===== src/rtl/decode_stage_if.sv =====
// Fetch-side request, writeback port and registered decode results for decode_stage.
// The master drives the fetch/writeback inputs and the slave (decode_stage) drives the results.
interface decode_stage_if;
  logic        i_VALID;
  logic [31:0] i_PC;
  logic [31:0] i_INSTRUCTION;
  logic        i_STALL;
  logic        i_FLUSH;
  logic [31:0] i_WB_RD;
  logic [4:0]  i_WB_RD_PTR;
  logic        i_WB_WE;

  logic        o_VALID;
  logic [31:0] o_PC;
  logic [31:0] o_INSTRUCTION;
  logic [2:0]  o_FUNCT3;
  logic [6:0]  o_FUNCT7;
  logic [4:0]  o_RD_PTR;
  logic [31:0] o_RS1;
  logic [31:0] o_RS2;
  logic [31:0] o_IMM_VAL;
  logic        o_REG_WE, o_MEM_WE, o_MEM_RE, o_ECALL, o_IMM, o_JAL, o_LUI, o_AUIPC;
  logic        o_BRANCH, o_JALR;
  logic        o_ILLEGAL;

  modport master (
    output i_VALID, i_PC, i_INSTRUCTION, i_STALL, i_FLUSH, i_WB_RD, i_WB_RD_PTR, i_WB_WE,
    input  o_VALID, o_PC, o_INSTRUCTION, o_FUNCT3, o_FUNCT7, o_RD_PTR, o_RS1, o_RS2,
           o_IMM_VAL, o_REG_WE, o_MEM_WE, o_MEM_RE, o_ECALL, o_IMM, o_JAL, o_LUI,
           o_AUIPC, o_BRANCH, o_JALR, o_ILLEGAL
  );

  modport slave (
    input  i_VALID, i_PC, i_INSTRUCTION, i_STALL, i_FLUSH, i_WB_RD, i_WB_RD_PTR, i_WB_WE,
    output o_VALID, o_PC, o_INSTRUCTION, o_FUNCT3, o_FUNCT7, o_RD_PTR, o_RS1, o_RS2,
           o_IMM_VAL, o_REG_WE, o_MEM_WE, o_MEM_RE, o_ECALL, o_IMM, o_JAL, o_LUI,
           o_AUIPC, o_BRANCH, o_JALR, o_ILLEGAL
  );
endinterface


===== src/rtl/decode_stage.sv =====
// RV32I decode/operand fetch: one-cycle latency into a single pipeline register.
// Stall holds the register (operands still refresh from writeback); flush beats stall; !i_VALID inserts a bubble.
module decode_stage #(
  parameter int NREGS = 32
) (
  input  logic          i_CLK,
  input  logic          i_RSTn,
  decode_stage_if.slave bus
);
  localparam int IW = (NREGS > 1) ? $clog2(NREGS) : 1;
  localparam logic [5:0] NREGS_L = 6'(NREGS);

  typedef struct packed {
    logic reg_we, mem_we, mem_re, ecall, imm, jal, lui, auipc, branch, jalr, illegal;
  } ctrl_t;

  logic [31:0] r_regs [NREGS];
  logic        r_valid;
  logic [31:0] r_pc, r_instr, r_rs1, r_rs2, r_imm_val;
  logic [2:0]  r_funct3;
  logic [6:0]  r_funct7;
  logic [4:0]  r_rd_ptr, r_rs1_ptr, r_rs2_ptr;
  ctrl_t       r_ctrl;

  logic [31:0] w_in;
  logic [6:0]  w_op;
  logic [4:0]  w_rd_ptr, w_rs1_ptr, w_rs2_ptr;
  ctrl_t       w_ctrl;
  logic [31:0] w_imm_val, w_rs1, w_rs2;
  logic [2:0]  w_funct3;
  logic [6:0]  w_funct7;
  logic        w_use_rd, w_use_rs1, w_use_rs2, w_bad;

  assign w_in      = bus.i_INSTRUCTION;
  assign w_op      = w_in[6:0];
  assign w_rd_ptr  = w_in[11:7];
  assign w_rs1_ptr = w_in[19:15];
  assign w_rs2_ptr = w_in[24:20];

  always_comb begin
    w_ctrl    = '0;
    w_imm_val = '0;
    w_funct3  = w_in[14:12];
    w_funct7  = '0;
    w_use_rd  = 1'b0;
    w_use_rs1 = 1'b0;
    w_use_rs2 = 1'b0;
    w_bad     = 1'b0;
    case (w_op)
      7'b0110111: begin w_ctrl.lui = 1'b1; w_ctrl.imm = 1'b1; w_ctrl.reg_we = 1'b1; w_use_rd = 1'b1;
                        w_funct3 = '0; w_imm_val = {w_in[31:12], 12'b0}; end
      7'b0010111: begin w_ctrl.auipc = 1'b1; w_ctrl.imm = 1'b1; w_ctrl.reg_we = 1'b1; w_use_rd = 1'b1;
                        w_funct3 = '0; w_imm_val = {w_in[31:12], 12'b0}; end
      7'b1101111: begin w_ctrl.jal = 1'b1; w_ctrl.imm = 1'b1; w_ctrl.reg_we = 1'b1; w_use_rd = 1'b1;
                        w_funct3 = '0;
                        w_imm_val = {{11{w_in[31]}}, w_in[31], w_in[19:12], w_in[20], w_in[30:21], 1'b0}; end
      7'b1100111: begin w_ctrl.jalr = 1'b1; w_ctrl.imm = 1'b1; w_ctrl.reg_we = 1'b1;
                        w_use_rd = 1'b1; w_use_rs1 = 1'b1;
                        w_imm_val = {{20{w_in[31]}}, w_in[31:20]}; end
      7'b1100011: begin w_ctrl.branch = 1'b1; w_use_rs1 = 1'b1; w_use_rs2 = 1'b1;
                        w_imm_val = {{19{w_in[31]}}, w_in[31], w_in[7], w_in[30:25], w_in[11:8], 1'b0}; end
      7'b0000011: begin w_ctrl.imm = 1'b1; w_ctrl.mem_re = 1'b1; w_ctrl.reg_we = 1'b1;
                        w_use_rd = 1'b1; w_use_rs1 = 1'b1;
                        w_imm_val = {{20{w_in[31]}}, w_in[31:20]}; end
      7'b0100011: begin w_ctrl.imm = 1'b1; w_ctrl.mem_we = 1'b1; w_use_rs1 = 1'b1; w_use_rs2 = 1'b1;
                        w_imm_val = {{20{w_in[31]}}, w_in[31:25], w_in[11:7]}; end
      7'b0010011: begin w_ctrl.imm = 1'b1; w_ctrl.reg_we = 1'b1; w_use_rd = 1'b1; w_use_rs1 = 1'b1;
                        w_imm_val = {{20{w_in[31]}}, w_in[31:20]};
                        if (w_in[14:12] == 3'b101) w_funct7 = w_in[31:25]; end
      7'b0110011: begin w_ctrl.reg_we = 1'b1; w_use_rd = 1'b1; w_use_rs1 = 1'b1; w_use_rs2 = 1'b1;
                        w_funct7 = w_in[31:25];
                        w_bad = (w_in[31:25] != 7'b0000000) && (w_in[31:25] != 7'b0100000); end
      7'b1110011: begin w_ctrl.ecall = 1'b1; w_ctrl.reg_we = 1'b1; w_use_rd = 1'b1; w_use_rs1 = 1'b1;
                        w_imm_val = {{20{w_in[31]}}, w_in[31:20]}; end
      default:    begin w_bad = 1'b1; w_funct3 = '0; end
    endcase
    // Pointer range only matters for fields the format actually uses (RV32E case).
    if ((w_use_rd  && ({1'b0, w_rd_ptr}  >= NREGS_L)) ||
        (w_use_rs1 && ({1'b0, w_rs1_ptr} >= NREGS_L)) ||
        (w_use_rs2 && ({1'b0, w_rs2_ptr} >= NREGS_L)))
      w_bad = 1'b1;
    if (w_rd_ptr == 5'd0) w_ctrl.reg_we = 1'b0;
    if (w_bad) begin
      w_ctrl.illegal = 1'b1;
      w_ctrl.reg_we  = 1'b0;
      w_ctrl.mem_we  = 1'b0;
      w_ctrl.mem_re  = 1'b0;
      w_ctrl.ecall   = 1'b0;
    end
  end

  // Register read with same-cycle writeback bypass; x0 and out-of-range pointers read 0.
  always_comb begin
    w_rs1 = '0;
    w_rs2 = '0;
    if (w_rs1_ptr != 5'd0) begin
      if (bus.i_WB_WE && bus.i_WB_RD_PTR == w_rs1_ptr) w_rs1 = bus.i_WB_RD;
      else if ({1'b0, w_rs1_ptr} < NREGS_L)            w_rs1 = r_regs[w_rs1_ptr[IW-1:0]];
    end
    if (w_rs2_ptr != 5'd0) begin
      if (bus.i_WB_WE && bus.i_WB_RD_PTR == w_rs2_ptr) w_rs2 = bus.i_WB_RD;
      else if ({1'b0, w_rs2_ptr} < NREGS_L)            w_rs2 = r_regs[w_rs2_ptr[IW-1:0]];
    end
  end

  always_ff @(posedge i_CLK or negedge i_RSTn) begin
    if (!i_RSTn) begin
      for (int i = 0; i < NREGS; i++) r_regs[i] <= '0;
    end else if (bus.i_WB_WE && bus.i_WB_RD_PTR != 5'd0 && {1'b0, bus.i_WB_RD_PTR} < NREGS_L) begin
      r_regs[bus.i_WB_RD_PTR[IW-1:0]] <= bus.i_WB_RD;
    end
  end

  always_ff @(posedge i_CLK or negedge i_RSTn) begin
    if (!i_RSTn) begin
      r_valid   <= 1'b0;
      r_pc      <= '0;
      r_instr   <= '0;
      r_rs1     <= '0;
      r_rs2     <= '0;
      r_imm_val <= '0;
      r_funct3  <= '0;
      r_funct7  <= '0;
      r_rd_ptr  <= '0;
      r_rs1_ptr <= '0;
      r_rs2_ptr <= '0;
      r_ctrl    <= '0;
    end else if (bus.i_FLUSH) begin
      r_valid <= 1'b0;
      r_ctrl  <= '0;
    end else if (bus.i_STALL) begin
      if (bus.i_WB_WE && bus.i_WB_RD_PTR != 5'd0 && bus.i_WB_RD_PTR == r_rs1_ptr) r_rs1 <= bus.i_WB_RD;
      if (bus.i_WB_WE && bus.i_WB_RD_PTR != 5'd0 && bus.i_WB_RD_PTR == r_rs2_ptr) r_rs2 <= bus.i_WB_RD;
    end else if (!bus.i_VALID) begin
      r_valid <= 1'b0;
      r_ctrl  <= '0;
    end else begin
      r_valid   <= 1'b1;
      r_pc      <= bus.i_PC;
      r_instr   <= w_in;
      r_rs1     <= w_rs1;
      r_rs2     <= w_rs2;
      r_imm_val <= w_imm_val;
      r_funct3  <= w_funct3;
      r_funct7  <= w_funct7;
      r_rd_ptr  <= w_rd_ptr;
      r_rs1_ptr <= w_rs1_ptr;
      r_rs2_ptr <= w_rs2_ptr;
      r_ctrl    <= w_ctrl;
    end
  end

  assign bus.o_VALID       = r_valid;
  assign bus.o_PC          = r_pc;
  assign bus.o_INSTRUCTION = r_instr;
  assign bus.o_FUNCT3      = r_funct3;
  assign bus.o_FUNCT7      = r_funct7;
  assign bus.o_RD_PTR      = r_rd_ptr;
  assign bus.o_RS1         = r_rs1;
  assign bus.o_RS2         = r_rs2;
  assign bus.o_IMM_VAL     = r_imm_val;
  assign bus.o_REG_WE      = r_ctrl.reg_we;
  assign bus.o_MEM_WE      = r_ctrl.mem_we;
  assign bus.o_MEM_RE      = r_ctrl.mem_re;
  assign bus.o_ECALL       = r_ctrl.ecall;
  assign bus.o_IMM         = r_ctrl.imm;
  assign bus.o_JAL         = r_ctrl.jal;
  assign bus.o_LUI         = r_ctrl.lui;
  assign bus.o_AUIPC       = r_ctrl.auipc;
  assign bus.o_BRANCH      = r_ctrl.branch;
  assign bus.o_JALR        = r_ctrl.jalr;
  assign bus.o_ILLEGAL     = r_ctrl.illegal;
endmodule


===== src/flat_wrapper.sv =====
// flat-port wrapper written by rule: the top's interface ports become plain ports
module decode_stage_flat 
#(
  parameter int NREGS = 32
)
  (i_CLK, i_RSTn, bus_i_VALID, bus_i_PC, bus_i_INSTRUCTION, bus_i_STALL, bus_i_FLUSH, bus_i_WB_RD, bus_i_WB_RD_PTR, bus_i_WB_WE, bus_o_VALID, bus_o_PC, bus_o_INSTRUCTION, bus_o_FUNCT3, bus_o_FUNCT7, bus_o_RD_PTR, bus_o_RS1, bus_o_RS2, bus_o_IMM_VAL, bus_o_REG_WE, bus_o_MEM_WE, bus_o_MEM_RE, bus_o_ECALL, bus_o_IMM, bus_o_JAL, bus_o_LUI, bus_o_AUIPC, bus_o_BRANCH, bus_o_JALR, bus_o_ILLEGAL);
  decode_stage_if bus_i ();
  input  logic i_CLK;
  input  logic i_RSTn;
  input wire logic [$bits(bus_i.i_VALID)-1:0] bus_i_VALID;
  input wire logic [$bits(bus_i.i_PC)-1:0] bus_i_PC;
  input wire logic [$bits(bus_i.i_INSTRUCTION)-1:0] bus_i_INSTRUCTION;
  input wire logic [$bits(bus_i.i_STALL)-1:0] bus_i_STALL;
  input wire logic [$bits(bus_i.i_FLUSH)-1:0] bus_i_FLUSH;
  input wire logic [$bits(bus_i.i_WB_RD)-1:0] bus_i_WB_RD;
  input wire logic [$bits(bus_i.i_WB_RD_PTR)-1:0] bus_i_WB_RD_PTR;
  input wire logic [$bits(bus_i.i_WB_WE)-1:0] bus_i_WB_WE;
  output wire logic [$bits(bus_i.o_VALID)-1:0] bus_o_VALID;
  output wire logic [$bits(bus_i.o_PC)-1:0] bus_o_PC;
  output wire logic [$bits(bus_i.o_INSTRUCTION)-1:0] bus_o_INSTRUCTION;
  output wire logic [$bits(bus_i.o_FUNCT3)-1:0] bus_o_FUNCT3;
  output wire logic [$bits(bus_i.o_FUNCT7)-1:0] bus_o_FUNCT7;
  output wire logic [$bits(bus_i.o_RD_PTR)-1:0] bus_o_RD_PTR;
  output wire logic [$bits(bus_i.o_RS1)-1:0] bus_o_RS1;
  output wire logic [$bits(bus_i.o_RS2)-1:0] bus_o_RS2;
  output wire logic [$bits(bus_i.o_IMM_VAL)-1:0] bus_o_IMM_VAL;
  output wire logic [$bits(bus_i.o_REG_WE)-1:0] bus_o_REG_WE;
  output wire logic [$bits(bus_i.o_MEM_WE)-1:0] bus_o_MEM_WE;
  output wire logic [$bits(bus_i.o_MEM_RE)-1:0] bus_o_MEM_RE;
  output wire logic [$bits(bus_i.o_ECALL)-1:0] bus_o_ECALL;
  output wire logic [$bits(bus_i.o_IMM)-1:0] bus_o_IMM;
  output wire logic [$bits(bus_i.o_JAL)-1:0] bus_o_JAL;
  output wire logic [$bits(bus_i.o_LUI)-1:0] bus_o_LUI;
  output wire logic [$bits(bus_i.o_AUIPC)-1:0] bus_o_AUIPC;
  output wire logic [$bits(bus_i.o_BRANCH)-1:0] bus_o_BRANCH;
  output wire logic [$bits(bus_i.o_JALR)-1:0] bus_o_JALR;
  output wire logic [$bits(bus_i.o_ILLEGAL)-1:0] bus_o_ILLEGAL;
  assign bus_i.i_VALID = bus_i_VALID;
  assign bus_i.i_PC = bus_i_PC;
  assign bus_i.i_INSTRUCTION = bus_i_INSTRUCTION;
  assign bus_i.i_STALL = bus_i_STALL;
  assign bus_i.i_FLUSH = bus_i_FLUSH;
  assign bus_i.i_WB_RD = bus_i_WB_RD;
  assign bus_i.i_WB_RD_PTR = bus_i_WB_RD_PTR;
  assign bus_i.i_WB_WE = bus_i_WB_WE;
  assign bus_o_VALID = bus_i.o_VALID;
  assign bus_o_PC = bus_i.o_PC;
  assign bus_o_INSTRUCTION = bus_i.o_INSTRUCTION;
  assign bus_o_FUNCT3 = bus_i.o_FUNCT3;
  assign bus_o_FUNCT7 = bus_i.o_FUNCT7;
  assign bus_o_RD_PTR = bus_i.o_RD_PTR;
  assign bus_o_RS1 = bus_i.o_RS1;
  assign bus_o_RS2 = bus_i.o_RS2;
  assign bus_o_IMM_VAL = bus_i.o_IMM_VAL;
  assign bus_o_REG_WE = bus_i.o_REG_WE;
  assign bus_o_MEM_WE = bus_i.o_MEM_WE;
  assign bus_o_MEM_RE = bus_i.o_MEM_RE;
  assign bus_o_ECALL = bus_i.o_ECALL;
  assign bus_o_IMM = bus_i.o_IMM;
  assign bus_o_JAL = bus_i.o_JAL;
  assign bus_o_LUI = bus_i.o_LUI;
  assign bus_o_AUIPC = bus_i.o_AUIPC;
  assign bus_o_BRANCH = bus_i.o_BRANCH;
  assign bus_o_JALR = bus_i.o_JALR;
  assign bus_o_ILLEGAL = bus_i.o_ILLEGAL;
  decode_stage #(.NREGS(NREGS)) u_core (.i_CLK(i_CLK), .i_RSTn(i_RSTn), .bus(bus_i));
endmodule

===== config.mk =====
export PLATFORM = sky130hd
export DESIGN_NAME = decode_stage_flat
export DESIGN_NICKNAME = d
export VERILOG_FILES = /design/src/rtl/decode_stage_if.sv /design/src/rtl/decode_stage.sv /design/src/flat_wrapper.sv
export SDC_FILE = /design/constraint.sdc
export NUM_CORES = 2
export LEC_CHECK = 0
export ABC_AREA = 1
export CORE_MARGIN = 4
export CORE_UTILIZATION = 30
export CTS_BUF_LIST = sky130_fd_sc_hd__clkbuf_2
export DETAILED_ROUTE_END_ITERATION = 8
export GPL_ROUTABILITY_DRIVEN = 0
export SLEW_MARGIN = 0
export SYNTH_ARGS = -nofsm -noshare
export SYNTH_HDL_FRONTEND = slang
export SYNTH_SLANG_ARGS = --single-unit

===== constraint.sdc =====
create_clock -name i_CLK -period 4.76 [get_ports i_CLK]
set_clock_uncertainty 0.2 [all_clocks]
set_input_delay 0.476 -clock i_CLK [delete_from_list [all_inputs] [get_ports i_CLK]]
set_output_delay 0.476 -clock i_CLK [all_outputs]
set_load 0.01 [all_outputs]

## After elaboration in Yosys (flattened, before gate mapping)

Index checks and enable logic that the tools add are counted.

- Input bits: 107
- Flip-flop bits (word level): 1221
- Logic and storage cells: 147

- Muxes and demuxes: 43
- Bitwise operators: 5
- Reduce and logical (&&, ||, !) cells: 22
- Order comparisons: 4
- Eq/ne operators: 19

Operators by type and width:

| operator | number |
|---|---|
| bitwise mux 1024 bit | 1 |
| 2-to-1 mux 32 bit | 15 |
| binary-select mux 32 bit (select 5 bit) | 2 |
| demux 32 bit (select 5 bit) | 1 |
| one-hot mux 32 bit (5 select lines) | 1 |
| 2-to-1 mux 11 bit | 3 |
| == test 7 bit (second input constant) | 4 |
| == test 7 x 6 -> 1 bit (second input constant) | 3 |
| == test 5 bit | 4 |
| >= comparator 6 bit (second input constant) | 3 |
| inverter 5 -> 6 bit | 3 |
| 2-to-1 mux 1 bit | 15 |
| nonzero test 5 bit | 3 |
| == test 7 x 5 -> 1 bit (second input constant) | 2 |
| one-hot mux 7 bit (2 select lines) | 1 |
| OR reduction 7 bit | 2 |
| AND reduction 3 bit | 3 |
| OR reduction 9 bit | 1 |
| OR reduction 8 bit | 1 |
| == test 7 x 2 -> 1 bit (second input constant) | 1 |
| logical AND 1 bit | 7 |
| 2-to-1 mux 7 bit | 1 |
| != test 7 x 6 -> 1 bit (second input constant) | 1 |
| nonzero test 7 bit | 1 |
| 11 further kinds | 14 |

## Logic depth before layout (Yosys ltp)

- Word-level depth: 8
- Depth in mapped cells: 14
- Gate-level depth less buffers: 12

## Worst setup path after synthesis

No wires, ideal clock.

- Path type: input port to flip-flop
- Start point: input bus_i_INSTRUCTION[15]
- End point: register u_core.r_rs1[24] (netlist: u_core.bus.o_RS1[24])
- Buffers on the path: 4
- Path slack: 2.772 ns
- Required time: 4.434 ns
- Stages on the path: 10
- Arrival: 1.662 ns
- Cells stage by stage: buf_2 buf_4 buf_4 buf_2 o211ai_1 nand3_1 nand3_1 nand2_1 o21ai_0 a21oi_1

- Cells in the longest elaborated chain, start to end: 8

RTL lines:

| element | line | source |
|---|---|---|
| from (decl) | flat_wrapper.sv:12 | `input wire logic [$bits(bus_i.i_INSTRUCTION)-1:0] bus_i_INSTRUCTION;` |
| inverter 5 -> 6 bit (implied by the code) | decode_stage.sv:98 | `else if ({1'b0, w_rs1_ptr} < NREGS_L) w_rs1 = r_regs[w_rs1_ptr[IW-1:0]];` |
| binary-select mux 32 bit (select 5 bit) | decode_stage.sv:98 |  |
| 2-to-1 mux 32 bit (implied by the code) (2 in series) | decode_stage.sv:98 |  |
| 2-to-1 mux 32 bit | decode_stage.sv:97 | `if (bus.i_WB_WE && bus.i_WB_RD_PTR == w_rs1_ptr) w_rs1 = bus.i_WB_RD;` |
| 2-to-1 mux 32 bit (*) | decode_stage.sv:96 | `if (w_rs1_ptr != 5'd0) begin` |
| 2-to-1 mux 32 bit (*) | decode_stage.sv:134 | `end else if (!bus.i_VALID) begin` |
| 2-to-1 mux 32 bit (*) | decode_stage.sv:131 | `end else if (bus.i_STALL) begin` |
| to (signal assigned) | decode_stage.sv:132 | `if (bus.i_WB_WE && bus.i_WB_RD_PTR != 5'd0 && bus.i_WB_RD_PTR == r_rs1_ptr) r_rs1 <= bus.i_WB_RD;` |
| to (signal assigned) | decode_stage.sv:141 | `r_rs1 <= w_rs1;` |
| to (decl) | decode_stage.sv:19 | `logic [31:0] r_pc, r_instr, r_rs1, r_rs2, r_imm_val;` |

Every way passes the cells marked *; elsewhere a longest branch is shown, timed or not. The select of a mux whose other input is x is not followed.
A chain may end at the register's enable or synchronous reset.

## Worst setup path after layout

- Start point: input bus_i_INSTRUCTION[6]
- End point: register u_core.r_imm_val[15] (netlist: u_core.bus.o_IMM_VAL[15])

- Cells in the longest elaborated chain, start to end: 3

RTL lines:

| element | line | source |
|---|---|---|
| == test 7 bit (tied with other cells) | decode_stage.sv:49 | `case (w_op)` |
| OR reduction 4 bit (no source line) or OR reduction 2 bit (tied branches) | -- |  |
| one-hot mux 32 bit (5 select lines) (*) | decode_stage.sv:49 |  |
| to (signal assigned) | decode_stage.sv:143 | `r_imm_val <= w_imm_val;` |
| to (decl) | decode_stage.sv:19 |  |

Every way passes the cells marked *; elsewhere a longest branch is shown, timed or not.

==> metrics.txt <==
ranking of synthesized cells by area dfrtp_1 (45%), nand2_1 (21%), nand3_1 (10%); Post-synth EDFFs 0; CP Launch Type input port; Via-to-Cell Ratio 5.12; clk_lat worst skew 1.89 ns; Multi-input gate area 30,500 um^2; crit end category flop; CP arrival 6.29 ns; internal power 17.5 mW; final wirelength 281,000 um; Synth cell types 37; Root Buffer Master clkbuf_2; Logic pwr share 25.6%; fin util 35.3%; yosys warns 0; Fmax 0.211 GHz; vias in the first global route 66,092; cell area after synthesis 67,800 um^2; crit share post-route 99.7%; most instantiated library cell after synthesis nand2_1; Mapped Avg Cell Area 6.77 um^2; Detail Route Antenna Nets 0; drt first-iter violations 7,699; Yosys reg bits 1,206; most used flip-flop cell after synthesis dfrtp_1; Design Area, Final 79,400 um^2; status finished clean; Initial Utilization 30.2%; drt pass-1 iters 7; die area 234,000 um^2; MaxCap Viol Count 0; Post-Syn Instances 10,012; fin crit period 4.75 ns; Num CTS Buffers 342; Remaining Overflow, GRT 0; largest net degree at the start of global routing 160; Fill cells 24,088; relative slew slack 12.7%; Die Ht 483 um; Final setup viols 0; Hold Path Stages 4; critical setup path kind input port to flop; gr usage total 23.3%; wire per inst 20.7 um; post-synth top area share 44.5%; crit path max fanout 11; switch share 37.0%; WP depth 16; worst path buffer plus inverter count 9; PortBufs 293; initial antenna violation count 21; synth cell count leaders nand2_1 (3,799), nand3_1 (1,413), dfrtp_1 (1,206); Final Hold Fails 0; PD cells 349 nW/um^2; TritonCTS clock tree built; maximum root-to-sink buffer count 4; top cell type by total area after synthesis dfrtp_1; Max Slew Vio Count 0; HPWL Detailed 150,000 um; area delta synth->final 17.1%; CTS Sinks 1,206; vias 69,627; VDD IR max 0.000267 V; final net count 10,482; DP Area 72,900 um^2; Worst-path clk slew 0.10 ns; global-route wire length before repair 422,000 um; FF/Latch Area 30,200 um^2; Sw Pwr 10.3 mW; worst slew pin tran 1.31 ns; delay-heaviest family, CP buffers and inverters; HP Class input port to flop; Slowest-stage cell, CP dlygate4sd3_1; crit-path cells dlygate4sd3_1, clkdlybuf4s50_1, dlygate4sd3_1, nand2_1, inv_2, nand4_1, dlygate4sd3_1, nand2_2, nand2_1, dlygate4sd3_1, nand3_1, dlygate4sd3_1, nand2_1, dlygate4sd3_1, nand2_1, dlygate4sd3_1; drt drc 0; sequential area share after synthesis 44.5%; Core Region 225,000 um^2; max incr delay on CP 0.76 ns; # IOs 294; Die X 483 um; # rows 174; most frequent CP cell dlygate4sd3_1; sequential power share 47.6%; Clk network pwr share 26.9%; Post-synth ARST share 100%; share of cells above drive strength 1 7.06%; syn nets 10,119; CP required 6.30 ns; leak pwr 40.1 nW; Reg2Reg Depth 13; H-tree Lvls 5
## registers in the layout, summed over array words and instances (netlist names), 7 cells and up
name / count
u_core.bus.o_FUNCT7: 7
u_core.bus.o_IMM_VAL: 32
u_core.bus.o_INSTRUCTION: 20
u_core.bus.o_PC: 32
u_core.bus.o_RS1: 32
u_core.bus.o_RS2: 32
u_core.r_regs: 1024
## timing repair
action,4_1_cts,5_1_grt
gates resized for setup,0,8
setup buffers,0,0
hold buffers,365,5
endpoints found under the setup margin,0,1
hold endpoints to repair,2337,5
## logic make-up after synthesis
group                  synth area share, %
AO/OA/AOI/OAI                         11.2
XOR/XNOR                             0.142
buffers and inverters                 10.8
flip-flops                            44.5
AND/OR/NAND/NOR                       33.3
## area by class of cell
type                       instances  share of cell area [%]
antenna                           24                  0.0756
clock buffer                     500                    3.15
clock inverter                    58                   0.280
inverter                        1044                    4.99
multi-input combinational       6984                    38.5
sequential                      1206                    38.0
tap                             2992                    4.71
timing repair buffer             797                    10.3
## power groups by stage
stage / Clock, mW / Sequential, mW / Combinational (mW)
final: 7.45 / 13.2 / 7.09
after global routing: 8.12 / 13.4 / 8.03
after CTS: 7.59 / 13.1 / 7.00
after detailed placement: 0 / 13.3 / 6.65
after global placement: 0 / 13.3 / 6.55
after floorplan: 0 / 13.1 / 4.41
## metrics by stage
step	power [mW]	worst slack, ns	cells	TNS [ns]	hold slack [ns]
final	27.7	0.0128	13605	0	0.0934
after floorplan	17.5	2.77	10012	0	-0.0196
after detailed placement	20.0	1.20	12655	0	0.166
after CTS	27.7	0.0330	13578	0	0.00937
after global placement	19.8	1.27	12655	0	0.165
after global routing	29.5	-0.0156	13601	-0.0156	-0.0411
## layer usage
metal | GRT usage (%) | part of all wire [%] | vias to the layer above
met1 | 29.4 | 39 | 32710
met3 | 4.63 | 8.9 | 845
met4 | 13.9 | 6.4 | 2
li1 | - | - | 32445
met5 | 0 | 0.0050 | -
met2 | 37.0 | 45 | 3625
## worst min-delay path, delay by kind of cell
kind / cells / cell delay (ns)
compound gates: 1 / 0.26
buf+inv: 2 / 1.15
simple gates: 1 / 0.14
## cell usage in the layout, fill, tap and decap left out, types with 24 or more instances in the layout
cell	count
nand2_4	26
o21ai_1	73
a21oi_1	211
o21ai_0	1120
clkdlybuf4s50_1	285
dfrtp_1	1206
o211ai_1	64
nor2_1	210
inv_1	989
nand2_1	3787
buf_12	40
dlygate4sd3_1	364
clkinv_1	80
buf_4	98
clkbuf_2	500
nand3_1	1411
diode_2	24
## worst paths after layout
path	slack (ns)	start	to
worst min register to register	0.18	u_core.r_regs[1022]$_DFFE_PN0P_	u_core.r_regs[1022]$_DFFE_PN0P_
worst max register to register	1.58	u_core.r_regs[907]$_DFFE_PN0P_	u_core.bus.o_RS1[11]$_DFFE_PN0P_
worst max-delay path	0.01	bus_i_INSTRUCTION[6]	u_core.bus.o_IMM_VAL[15]$_DFFE_PN0P_
min in group asynchronous	0.28	i_RSTn	u_core.r_regs[907]$_DFFE_PN0P_
max in group asynchronous	2.66	i_RSTn	u_core.bus.o_PC[31]$_DFFE_PN0P_
worst min-delay path	0.09	bus_i_INSTRUCTION[3]	u_core.bus.o_LUI$_DFFE_PN0P_
Note: power is estimated with default switching activity, not from simulation.
